### src/rtl/pipe_ctrl_pkg.sv
// Shared types and constants for the 5-stage pipeline controller.
package pipe_ctrl_pkg;

  typedef enum logic [1:0] {
    RUN    = 2'd0,
    DRAIN  = 2'd1,
    HALTED = 2'd2
  } ctrl_state_e;

  localparam logic [4:0] REG_ZERO         = 5'd0;
  localparam int         DRAIN_CYCLES_DEF = 3;

endpackage

### src/rtl/pipeline_controller_hazard_detect.sv
// Load-use comparator: a load in EX whose destination is read by the instruction in ID.
module hazard_detect
  import pipe_ctrl_pkg::*;
(
  input  logic [4:0] id_rs,
  input  logic [4:0] id_rt,
  input  logic       id_uses_rt,
  input  logic [4:0] ex_rd,
  input  logic       ex_mem_read,
  output logic       load_use
);

  // $zero is never a real dependency.
  assign load_use = ex_mem_read && (ex_rd != REG_ZERO) &&
                    ((ex_rd == id_rs) || (id_uses_rt && (ex_rd == id_rt)));

endmodule

### src/rtl/pipeline_controller.sv
// PC-write and pipeline-buffer stall/flush sequencing for IF/ID/EX/MEM/WB.
// Define PIPE_PERF_CNT_EN to add saturating stall/flush performance counters.
module pipeline_controller
  import pipe_ctrl_pkg::*;
#(
  parameter int DRAIN_CYCLES = DRAIN_CYCLES_DEF
`ifdef PIPE_PERF_CNT_EN
  , parameter int CNT_W = 16
`endif
) (
  input  logic       clk,
  input  logic       rst_b,
  input  logic [4:0] id_rs,
  input  logic [4:0] id_rt,
  input  logic       id_uses_rt,
  input  logic [4:0] ex_rd,
  input  logic       ex_mem_read,
  input  logic       mem_redirect,
  input  logic       mem_access,
  input  logic       mem_ready,
  input  logic       halt_req,
  output logic       pc_we,
  output logic       stall_ifid,
  output logic       stall_idex,
  output logic       stall_exmem,
  output logic       stall_memwb,
  output logic       flush_ifid,
  output logic       flush_idex,
  output logic       flush_exmem,
  output logic       halted
`ifdef PIPE_PERF_CNT_EN
  , output logic [CNT_W-1:0] stall_cycles
  , output logic [CNT_W-1:0] flush_events
`endif
);

  localparam logic [2:0] DRAIN_LOAD = 3'(DRAIN_CYCLES - 1);

  ctrl_state_e state_q, state_d;
  logic [2:0]  cnt_q, cnt_d;
  logic        load_use;
  logic        mem_wait;

  hazard_detect u_hazard_detect (
    .id_rs       (id_rs),
    .id_rt       (id_rt),
    .id_uses_rt  (id_uses_rt),
    .ex_rd       (ex_rd),
    .ex_mem_read (ex_mem_read),
    .load_use    (load_use)
  );

  assign mem_wait = mem_access && !mem_ready;

  always_ff @(posedge clk or negedge rst_b) begin
    if (!rst_b) begin
      state_q <= RUN;
      cnt_q   <= 3'd0;
    end else begin
      state_q <= state_d;
      cnt_q   <= cnt_d;
    end
  end

  always_comb begin
    state_d     = state_q;
    cnt_d       = cnt_q;
    pc_we       = 1'b0;
    stall_ifid  = 1'b0;
    stall_idex  = 1'b0;
    stall_exmem = 1'b0;
    stall_memwb = 1'b0;
    flush_ifid  = 1'b0;
    flush_idex  = 1'b0;
    flush_exmem = 1'b0;
    halted      = 1'b0;
    unique case (state_q)
      RUN, DRAIN: begin
        if (mem_wait) begin
          {stall_ifid, stall_idex, stall_exmem, stall_memwb} = 4'b1111;
        end else if (mem_redirect) begin
          pc_we = 1'b1;
          {flush_ifid, flush_idex, flush_exmem} = 3'b111;
          // A redirect during drain means the halt was on the wrong path.
          state_d = RUN;
          cnt_d   = 3'd0;
        end else if (state_q == DRAIN) begin
          flush_ifid = 1'b1;
          flush_idex = 1'b1;
          if (cnt_q == 3'd0) state_d = HALTED;
          else               cnt_d   = cnt_q - 3'd1;
        end else if (load_use) begin
          stall_ifid = 1'b1;
          flush_idex = 1'b1;
        end else if (halt_req) begin
          flush_ifid = 1'b1;
          cnt_d      = DRAIN_LOAD;
          state_d    = DRAIN;
        end else begin
          pc_we = 1'b1;
        end
      end
      HALTED: begin
        {stall_ifid, stall_idex, stall_exmem, stall_memwb} = 4'b1111;
        halted = 1'b1;
      end
      default: state_d = RUN;
    endcase
    // Outputs are forced quiet for as long as reset is held, independent of the clock.
    if (!rst_b) begin
      pc_we       = 1'b0;
      stall_ifid  = 1'b0;
      stall_idex  = 1'b0;
      stall_exmem = 1'b0;
      stall_memwb = 1'b0;
      flush_ifid  = 1'b0;
      flush_idex  = 1'b0;
      flush_exmem = 1'b0;
      halted      = 1'b0;
    end
  end

`ifdef PIPE_PERF_CNT_EN
  logic             stall_evt, flush_evt;
  logic [CNT_W-1:0] stall_cnt_q, stall_cnt_d, flush_cnt_q, flush_cnt_d;

  assign stall_evt = (state_q != HALTED) &&
                     (mem_wait || (state_q == RUN && !mem_redirect && load_use));
  assign flush_evt = (state_q != HALTED) && !mem_wait && mem_redirect;

  assign stall_cnt_d = (stall_evt && !(&stall_cnt_q)) ? stall_cnt_q + CNT_W'(1) : stall_cnt_q;
  assign flush_cnt_d = (flush_evt && !(&flush_cnt_q)) ? flush_cnt_q + CNT_W'(1) : flush_cnt_q;

  always_ff @(posedge clk or negedge rst_b) begin
    if (!rst_b) begin
      stall_cnt_q <= '0;
      flush_cnt_q <= '0;
    end else begin
      stall_cnt_q <= stall_cnt_d;
      flush_cnt_q <= flush_cnt_d;
    end
  end

  assign stall_cycles = stall_cnt_q;
  assign flush_events = flush_cnt_q;
`endif

endmodule

### config.mk
export PLATFORM = sky130hd
export DESIGN_NAME = pipeline_controller
export DESIGN_NICKNAME = d
export VERILOG_FILES = /design/src/rtl/pipe_ctrl_pkg.sv /design/src/rtl/pipeline_controller_hazard_detect.sv /design/src/rtl/pipeline_controller.sv
export SDC_FILE = /design/constraint.sdc
export NUM_CORES = 1
export LEC_CHECK = 0
export CAP_MARGIN = 20
export CORE_UTILIZATION = 31
export CTS_CLUSTER_SIZE = 40
export DETAILED_ROUTE_END_ITERATION = 10
export GPL_ROUTABILITY_DRIVEN = 0
export PLACE_DENSITY = 0.69
export SLEW_MARGIN = 20
export SYNTH_ARGS = -nofsm -noshare
export SYNTH_HDL_FRONTEND = slang
export SYNTH_SLANG_ARGS = --single-unit
### constraint.sdc
create_clock -name clk -period 1.6 [get_ports clk]
set_input_delay 0.32 -clock clk [delete_from_list [all_inputs] [get_ports clk]]
set_output_delay 0.32 -clock clk [all_outputs]
set_load 0.1 [all_outputs]
==> impl_metrics.env <==
export IMPL_tightest_slew_ns=0.4787
export IMPL_hold_violations=0
export IMPL_die_w_um=45.32
export IMPL_synth_top_area_cell="dfrtp_1"
export IMPL_rr_worst_depth=6
export IMPL_maxCapViolCount=0
export IMPL_status="finished with violations"
export IMPL_p_per_area_nw_per_um2=1132
export IMPL_final_max_slew_viol_count=0
export IMPL_row_count=15
export IMPL_nNetsFinal=148
export IMPL_fin_crit_sh_pct=124.5
export IMPL_start_util_pct=33.33
export IMPL_port_buffers=31
export IMPL_grt_pass1_vias=720
export IMPL_post_route_min_period_ns=1.992
export IMPL_syn_nets=98
export IMPL_critPathMaxStageDelay_ns=0.30
export IMPL_critPathRequiredTime_ns=1.28
export IMPL_synth_common_cells="xor2_1, nand2_1, nor2_1"
export IMPL_drtAntennaViolNets=0
export IMPL_synth_distinct_cells=37
export IMPL_cts_hold_buf=0
export IMPL_synth_most_common_cell="xor2_1"
export IMPL_min_path_type="in2async"
export IMPL_first_pass_iters=4
export IMPL_cts_tree="yes"
export IMPL_cts_root_buf="clkbuf_4"
export IMPL_fmaxAchievable_mhz=502.0
export IMPL_crit_chain="buf_8, xor2_1, nor4_2, a32oi_2, or2_4, a21oi_4, buf_12"
export IMPL_design_die_area_um2=2054
export IMPL_p_leak_nw=0.5635
export IMPL_synth_edff_count=0
export IMPL_fin_area_um2=1265
export IMPL_die_y_um=45.32
export IMPL_grt_start_max_net_pins=8
export IMPL_cp_slowest_cell="nor4_2"
export IMPL_cts_inserted_buffers=3
export IMPL_ys_warn_count=0
export IMPL_area_growth_pct=117.4
export IMPL_grtUsageTotal_pct=20.40
export IMPL_vias=719
export IMPL_crit_path_max_fanout=3
export IMPL_avgRoutedWirePerCell_um=13.04
export IMPL_synthFlopType="dfrtp_1"
export IMPL_slew_headroom_pct=67.97
export IMPL_syn_area_um2=581.8
export IMPL_diodes=0
export IMPL_clk_pin_slew_ns=0.05
export IMPL_first_iter_violations=17
export IMPL_start_kind="primary input"
export IMPL_overflow=0
export IMPL_pin_count=32
export IMPL_hpwl_um=1454
export IMPL_grt_pass1_wl_um=2980
export IMPL_layout_setup_ws_ns=-0.3919
export IMPL_ys_seq_area_share_pct=21.51
export IMPL_viasPerCell=4.891
export IMPL_ir_drop_mv=0.7679
export IMPL_placed_area_um2=1179
export IMPL_async_flop_share_pct=100.0
export IMPL_coreArea_um2=1745
export IMPL_path_class="in2out"
export IMPL_drc=0
export IMPL_synth_top_area_share_pct=21.51
export IMPL_clockBufferDepth=2
export IMPL_critPathCaptureType="output port"
export IMPL_synth_area_leaders="dfrtp_1, xor2_1, nand2_1, nor2_1, ha_1"
export IMPL_antenna_found_initial=0
export IMPL_finalSetupViolations=6
export IMPL_totalWireLength_um=1917
export IMPL_clkLatencyLatePin_ns=0.25
export IMPL_violations="setup timing"
export IMPL_power_w=0.001432
export IMPL_place_ws_ns=-0.8228
export IMPL_htree_levels=1
export IMPL_synth_seq_cells=5
export IMPL_cts_sinks=5
export IMPL_drive_gt1_share_pct=48.36
export IMPL_syn_avg_cell_area_um2=7.970
export IMPL_fin_worst_skew_ns=0.006397
export IMPL_rsz0062_at_grt="yes"
export IMPL_synthCells=73
export IMPL_worstPathArrival_ns=1.67
==> cells in the final DEF (no fill, tap or decap), types with 4 or more instances in the layout <==
master and count:
buf_12 9, buf_4 16, buf_6 6, dfrtp_1 5, dlygate4sd2_1 10, inv_1 4, nand2_1 7, nor2_1 5
xor2_1 9
==> kinds of logic (layout without fill, tap and decap cells) <==
logic type	after synthesis	in the layout	synth area share (%)
simple gates	28	28	26.24
compound gates	19	19	24.52
xor+xnor	10	10	15.05
buf+inv	8	57	6.665
flops	5	5	21.51
fa+ha+maj	2	2	4.300
mux	1	1	1.720
==> stage by stage <==
step	TNS [ns]	hold WS [ns]	util (%)	std cells
after floorplan	-1.757	0.02441	-	73
after global routing	-2.097	0.3740	72.47	147
final	-1.671	0.3583	72.47	147
after detailed placement	-5.888	0.5538	67.53	140
after CTS	-1.699	0.3686	70.97	146
after global placement	-5.371	0.5319	67.53	140
==> per-layer routing <==
layer | vias up | global-route usage, % | share of wire (%)
met3 | 2 | 5.600 | 4.7
li1 | 354 | - | -
met1 | 334 | 21.39 | 39
met2 | 29 | 38.55 | 56
met5 | - | 0 | 0
met4 | 0 | 6.667 | 0.99
==> state kept, by name, indices dropped and copies added (netlist names) <==
register	cells
state_q	2
cnt_q	3
==> critical path: cells and delay by family <==
kind	cells	cell delay, ns
compound gates	2	0.33
xor+xnor	1	0.15
buf+inv	2	0.29
simple gates	2	0.58
==> where the power goes <==
| part | total (W) | leakage [nW] | internal, W | switching, W |
|---|---|---|---|---|
| Combinational | 0.00107 | 0.482 | 0.000435 | 0.000631 |
| Sequential | 0.000210 | 0.0668 | 0.000167 | 0.0000435 |
| Clock | 0.000156 | 0.0150 | 0.0000949 | 0.0000607 |
| Total | 0.00143 | 0.563 | 0.000696 | 0.000736 |
==> final timing paths <==
path,from,endpoint,slack (ns)
worst max-delay path,ex_rd[3],flush_idex,-0.39
worst min-delay path,rst_b,state_q[1],0.36
max in group asynchronous,rst_b,cnt_q[0],1.13
worst max register to register,cnt_q[0],cnt_q[2],0.02
min in group clk,cnt_q[0],cnt_q[0],0.56
worst min register to register,cnt_q[0],cnt_q[0],0.56
==> area by class of cell <==
cell class                      instances  area [µm²]
Tap cell                               25       31.28
Multi-Input combinational cell         60       548.0
Fill cell                             131       480.5
Sequential cell                         5       125.1
Inverter                                5       18.77
Clock buffer                            4       26.28
Timing Repair Buffer                   48       515.5
==> what timing repair did <==
action / CTS / global route
setup buffers: 2 / 1
pin swaps: 22 / 5
resized for setup: 54 / 9
setup endpoints to repair: 13 / 11
Power figures use the tool's default switching activity.
